<file path="src/rtl/seg_scan_driver.sv">
// Eight-digit seven-segment scan driver: per-frame pattern latch, dwell/guard digit sequencing, registered pins.
// Optional SEG_BRIGHTNESS_EN adds a 3-bit PWM duty gate driven by 'bright'.
module seg_scan_driver #(
  parameter int DWELL_CYCLES = 100000,
  parameter int GUARD_CYCLES = 1000
) (
  input  logic        clk,
  input  logic        rst,
  input  logic [63:0] seg_in,
  input  logic [7:0]  digit_en,
  input  logic [2:0]  bright,
  output logic [7:0]  tub_sel,
  output logic [7:0]  tub_left,
  output logic [7:0]  tub_right,
  output logic        frame_done
);

  localparam int MAX_CYCLES = (DWELL_CYCLES > GUARD_CYCLES) ? DWELL_CYCLES : GUARD_CYCLES;
  localparam int CW = $clog2(MAX_CYCLES);
  localparam logic [CW-1:0] DWELL_LAST = CW'(DWELL_CYCLES - 1);
  localparam logic [CW-1:0] GUARD_LAST = CW'(GUARD_CYCLES - 1);

  typedef enum logic {GUARD, DWELL} state_t;

  state_t        state_q, state_d;
  logic [CW-1:0] cnt_q, cnt_d;
  logic [2:0]    idx_q, idx_d;
  logic [63:0]   shadow_q, shadow_d;
  logic [7:0]    tub_sel_q, tub_sel_d;
  logic [7:0]    tub_left_q, tub_left_d;
  logic [7:0]    tub_right_q, tub_right_d;
  logic          frame_done_q, frame_done_d;
  logic [2:0]    pos;
  logic [7:0]    pat;
  logic          lit;

`ifdef SEG_BRIGHTNESS_EN
  logic [2:0]    pwm_q, pwm_d;
`else
  logic          unused_bright;
  assign unused_bright = ^bright;
`endif

  // Digit k sits at bit position 7-k in both digit_en/tub_sel and the byte order of the shadow.
  assign pos = 3'd7 - idx_q;
  assign pat = shadow_q[{pos, 3'b000} +: 8];

  always_comb begin
    state_d      = state_q;
    cnt_d        = cnt_q;
    idx_d        = idx_q;
    shadow_d     = shadow_q;
    tub_sel_d    = 8'h00;
    tub_left_d   = 8'h00;
    tub_right_d  = 8'h00;
    frame_done_d = 1'b0;
    lit          = digit_en[pos];
`ifdef SEG_BRIGHTNESS_EN
    pwm_d        = pwm_q;
    lit          = lit && (pwm_q <= bright);
`endif
    case (state_q)
      GUARD: begin
        if (cnt_q == GUARD_LAST) begin
          cnt_d   = '0;
          state_d = DWELL;
          if (idx_q == 3'd0) shadow_d = seg_in;
`ifdef SEG_BRIGHTNESS_EN
          pwm_d   = 3'd0;
`endif
        end else begin
          cnt_d = cnt_q + CW'(1);
        end
      end
      DWELL: begin
        if (lit) begin
          tub_sel_d = 8'b1 << pos;
          if (idx_q[2]) tub_right_d = pat;
          else          tub_left_d  = pat;
        end
`ifdef SEG_BRIGHTNESS_EN
        pwm_d = pwm_q + 3'd1;
`endif
        if (cnt_q == DWELL_LAST) begin
          cnt_d        = '0;
          idx_d        = idx_q + 3'd1;
          state_d      = GUARD;
          frame_done_d = (idx_q == 3'd7);
        end else begin
          cnt_d = cnt_q + CW'(1);
        end
      end
      default: begin
        state_d = GUARD;
        cnt_d   = '0;
      end
    endcase
  end

  always_ff @(posedge clk or negedge rst) begin
    if (!rst) begin
      state_q      <= GUARD;
      cnt_q        <= '0;
      idx_q        <= 3'd0;
      shadow_q     <= 64'h0;
      tub_sel_q    <= 8'h00;
      tub_left_q   <= 8'h00;
      tub_right_q  <= 8'h00;
      frame_done_q <= 1'b0;
`ifdef SEG_BRIGHTNESS_EN
      pwm_q        <= 3'd0;
`endif
    end else begin
      state_q      <= state_d;
      cnt_q        <= cnt_d;
      idx_q        <= idx_d;
      shadow_q     <= shadow_d;
      tub_sel_q    <= tub_sel_d;
      tub_left_q   <= tub_left_d;
      tub_right_q  <= tub_right_d;
      frame_done_q <= frame_done_d;
`ifdef SEG_BRIGHTNESS_EN
      pwm_q        <= pwm_d;
`endif
    end
  end

  assign tub_sel    = tub_sel_q;
  assign tub_left   = tub_left_q;
  assign tub_right  = tub_right_q;
  assign frame_done = frame_done_q;

endmodule
</file>
<file path="config.mk">
export PLATFORM = sky130hd
export DESIGN_NAME = seg_scan_driver
export DESIGN_NICKNAME = d
export VERILOG_FILES = /design/src/rtl/seg_scan_driver.sv
export SDC_FILE = /design/constraint.sdc
export NUM_CORES = 1
export LEC_CHECK = 0
export CORE_MARGIN = 2
export CORE_UTILIZATION = 43
export DETAILED_ROUTE_END_ITERATION = 8
export GPL_TIMING_DRIVEN = 0
export PLACE_DENSITY = 0.69
export SLEW_MARGIN = 20
export SYNTH_ARGS = -nofsm -noshare
export SYNTH_HDL_FRONTEND = slang
export SYNTH_SLANG_ARGS = --single-unit
</file>
<file path="constraint.sdc">
create_clock -name clk -period 3.8 [get_ports clk]
set_clock_uncertainty 0.2 [all_clocks]
set_input_delay 0.76 -clock clk [delete_from_list [all_inputs] [get_ports clk]]
set_output_delay 0.76 -clock clk [all_outputs]
set_load 0.01 [all_outputs]
</file>
==> flow_metrics.env <==
export IMPL_clock_latency_ns=0.36
export IMPL_cp_required_ns=3.85
export IMPL_post_route_drc_count=0
export IMPL_die_h_um=109
export IMPL_intPower_w=0.00151
export IMPL_fillers=924
export IMPL_antenna_left=0
export IMPL_cts_made_buffers=9
export IMPL_register_area_um2=2750
export IMPL_power_density_nw_per_um2=318
export IMPL_period_share_pct=85.7
export IMPL_timing_rr_end="shadow_q[33]"
export IMPL_vias=3026
export IMPL_grt_max_degree=72
export IMPL_slew_headroom_pct=43.6
export IMPL_synth_nets=414
export IMPL_power_switching_w=0.000447
export IMPL_crit_chain="clkbuf_1 > buf_2 > buf_2 > inv_1 > ha_1 > inv_1 > nor4_4 > buf_6 > mux2_2"
export IMPL_overflow=0
export IMPL_ys_warn_count=0
export IMPL_synth_compound_area_share_pct=1.21
export IMPL_ys_flop_type="dfrtp_1"
export IMPL_dieArea_um2=11900
export IMPL_worstPathArrival_ns=3.30
export IMPL_ctsHoldBuffers=0
export IMPL_grt_pass1_vias=3098
export IMPL_drive_gt1_share_pct=23.8
export IMPL_cp_end_kind="register"
export IMPL_post_cts_buffers=0
export IMPL_slowest_delay_ns=0.78
export IMPL_finalCriticalPeriod_ns=3.26
export IMPL_clockBufferDepth=2
export IMPL_rows=38
export IMPL_startpoint="idx_q[0]"
export IMPL_synthAdderAreaFrac_pct=1.84
export IMPL_synth_top_family_by_area="multiplexers"
export IMPL_post_cts_resized=0
export IMPL_io_pins=102
export IMPL_ir_worst_vdd_mv=0.164
export IMPL_drt_initial_drc_count=88
export IMPL_r2r_start="idx_q[0]"
export IMPL_p_clk_share_pct=34.8
export IMPL_critical_path_class="reg2reg"
export IMPL_root_buffer="clkbuf_8"
export IMPL_pwr_share_comb_pct=5.3
export IMPL_synthXorXnorAreaFrac_pct=2.58
export IMPL_routed_wl_um=9910
export IMPL_syn_instance_count=330
export IMPL_avgSynthCellArea_um2=14.4
export IMPL_finalHoldViolCount=0
export IMPL_via_per_inst=5.17
export IMPL_place_congestion=0.794
export IMPL_start_util_pct=43.9
export IMPL_multiInputGateArea_um2=1870
export IMPL_coreArea_um2=10800
export IMPL_dp_hpwl_um=7190
export IMPL_p_leak_nw=2.78
export IMPL_grt_pass1_wl_um=16000
export IMPL_slew_violations=0
export IMPL_maxCapViolCount=0
export IMPL_fin_util_pct=56.6
export IMPL_hold_ws_ns=0.0847
export IMPL_swShare_pct=22.9
export IMPL_synthMuxAreaShare_pct=24.0
export IMPL_ys_seq_area_share_pct=57.8
export IMPL_io_buffers=98
export IMPL_worst_slew_pin_transition_ns=0.839
export IMPL_h_tree_depth=3
export IMPL_wl_per_cell_um=16.9
export IMPL_ys_async_sr_fraction_pct=100
export IMPL_rsz0062_at_grt="no"
export IMPL_status="finished, final reports clean"
export IMPL_drt_first_pass_iters=4
export IMPL_n_antenna_cell=0
export IMPL_synth_cell_types=33
export IMPL_seqPwrFrac_pct=59.9
export IMPL_ys_ff_latch=110
export IMPL_synth_edf_count=0
export IMPL_worstPathMaxFanout=10
export IMPL_nNetsFinal=524
export IMPL_synth_area_um2=4760
export IMPL_cts_sinks=110
export IMPL_rr_worst_depth=9
export IMPL_cpMaxStageDelayCell="nor4_4"
export IMPL_antenna_found_initial=0
export IMPL_hold_class="in2async"
export IMPL_synth_simple_area_share_pct=9.73
export IMPL_die_w_um=109
export IMPL_cp_start_kind="register"
export IMPL_cts_tree="done"
export IMPL_rrSetupSlack_ns=0.54
export IMPL_max_freq_ghz=0.307
export IMPL_setup_viol=0
export IMPL_path_clk_slew_ns=0.11
export IMPL_area_growth_pct=28.9
export IMPL_tns_ns=0
export IMPL_track_usage_pct=18.1
how the worst max path moves through the flow:
stage                        end  depth (start not counted)  slack, ns
floorplan            shadow_q[0]                          9       1.03
global placement    shadow_q[25]                          1      -2.26
detailed placement  shadow_q[33]                          9       0.51
CTS                 shadow_q[33]                          9       0.48
global route        shadow_q[33]                          9       0.30
finish              shadow_q[33]                          9       0.54
layer usage:
layer	routed length [um]	track usage [%]	part of all wire, %	vias up
li1	-	-	-	1390
met1	4380	24.6	44	1546
met2	4940	29.8	50	78
met3	431	2.57	4.4	12
met4	163	6.87	1.6	0
met5	0	0	0	-
kinds of logic (layout without fill, tap and decap cells):
logic type / count (synthesis) / in the layout
fa+ha+maj: 7 / 7
compound gates: 8 / 8
simple gates: 82 / 82
xor+xnor: 14 / 14
flops: 110 / 110
buf+inv: 23 / 138
mux: 86 / 86
cell usage after synthesis, types with 4 or more instances:
master	instances	area (um^2)
mux2_2	61	687
xnor2_1	5	43.8
dfrtp_1	110	2750
mux4_2	16	360
nor3_1	6	30.0
nand2_1	14	52.6
clkbuf_1	7	26.3
nor2b_1	18	113
inv_1	8	30.0
nand3_1	8	40.0
and3_1	5	31.3
xor2_1	9	78.8
mux2_1	4	45.0
nand4_1	4	25.0
buf_6	6	67.6
mux2i_1	5	50.1
nor2_1	15	56.3
ha_1	7	87.6
cells in the final DEF (no fill, tap or decap), drive strengths merged, types with 6 or more instances in the layout:
cell type      netlist  layout
nor2                15      15
mux4                16      16
clkdlybuf4s50        0      97
nand3                8       8
inv                  8      10
nand2               14      14
xor2                 9       9
dfrtp              110     110
mux2                65      65
nor2b               18      18
clkbuf               7      17
buf                  8      10
ha                   7       7
nor3                 6       6
cell type report:
class / count / share of cell area, %
inverter: 8 / 0.489
clock inverter: 6 / 0.897
tap: 140 / 2.85
timing repair buffer: 99 / 16.5
buffer: 15 / 1.69
clock buffer: 10 / 2.24
multi-input combinational: 197 / 30.5
sequential: 110 / 44.9
power by group through the flow:
stage | logic [W] | clock network, W | registers (W)
floorplan | 0.00000222 | 0 | 0.00119
global placement | 0.000101 | 0 | 0.00119
detailed placement | 0.000106 | 0 | 0.00119
CTS | 0.000106 | 0.000702 | 0.00117
global route | 0.000113 | 0.000746 | 0.00117
finish | 0.000104 | 0.000681 | 0.00117
through the flow:
| stage | setup WS [ns] | total power (W) | instance area (um^2) | instances |
|---|---|---|---|---|
| after floorplan | 1.03 | 0.00120 | 4760 | 330 |
| after global placement | -2.26 | 0.00129 | 5920 | 568 |
| after detailed placement | 0.510 | 0.00130 | 5940 | 569 |
| after CTS | 0.482 | 0.00198 | 6140 | 585 |
| after global routing | 0.295 | 0.00203 | 6140 | 585 |
| final | 0.544 | 0.00195 | 6140 | 585 |
critical path: cells and delay by family, from the launching register on:
kind / cells / cell delay, ns
buffers and inverters: 6 / 1.23
DFF: 1 / 0.42
and+or+nand+nor: 1 / 0.78
muxes: 1 / 0.36
adders and majority gates: 1 / 0.15
sequential cells by signal, indices dropped and copies added, names as in the netlist:
| register | count |
|---|---|
| cnt_q | 17 |
| tub_right | 8 |
| tub_left | 8 |
| frame_done | 1 |
| state_q | 1 |
| idx_q | 3 |
| tub_sel | 8 |
| shadow_q | 64 |
No activity file was read; power rests on OpenSTA's default activity.
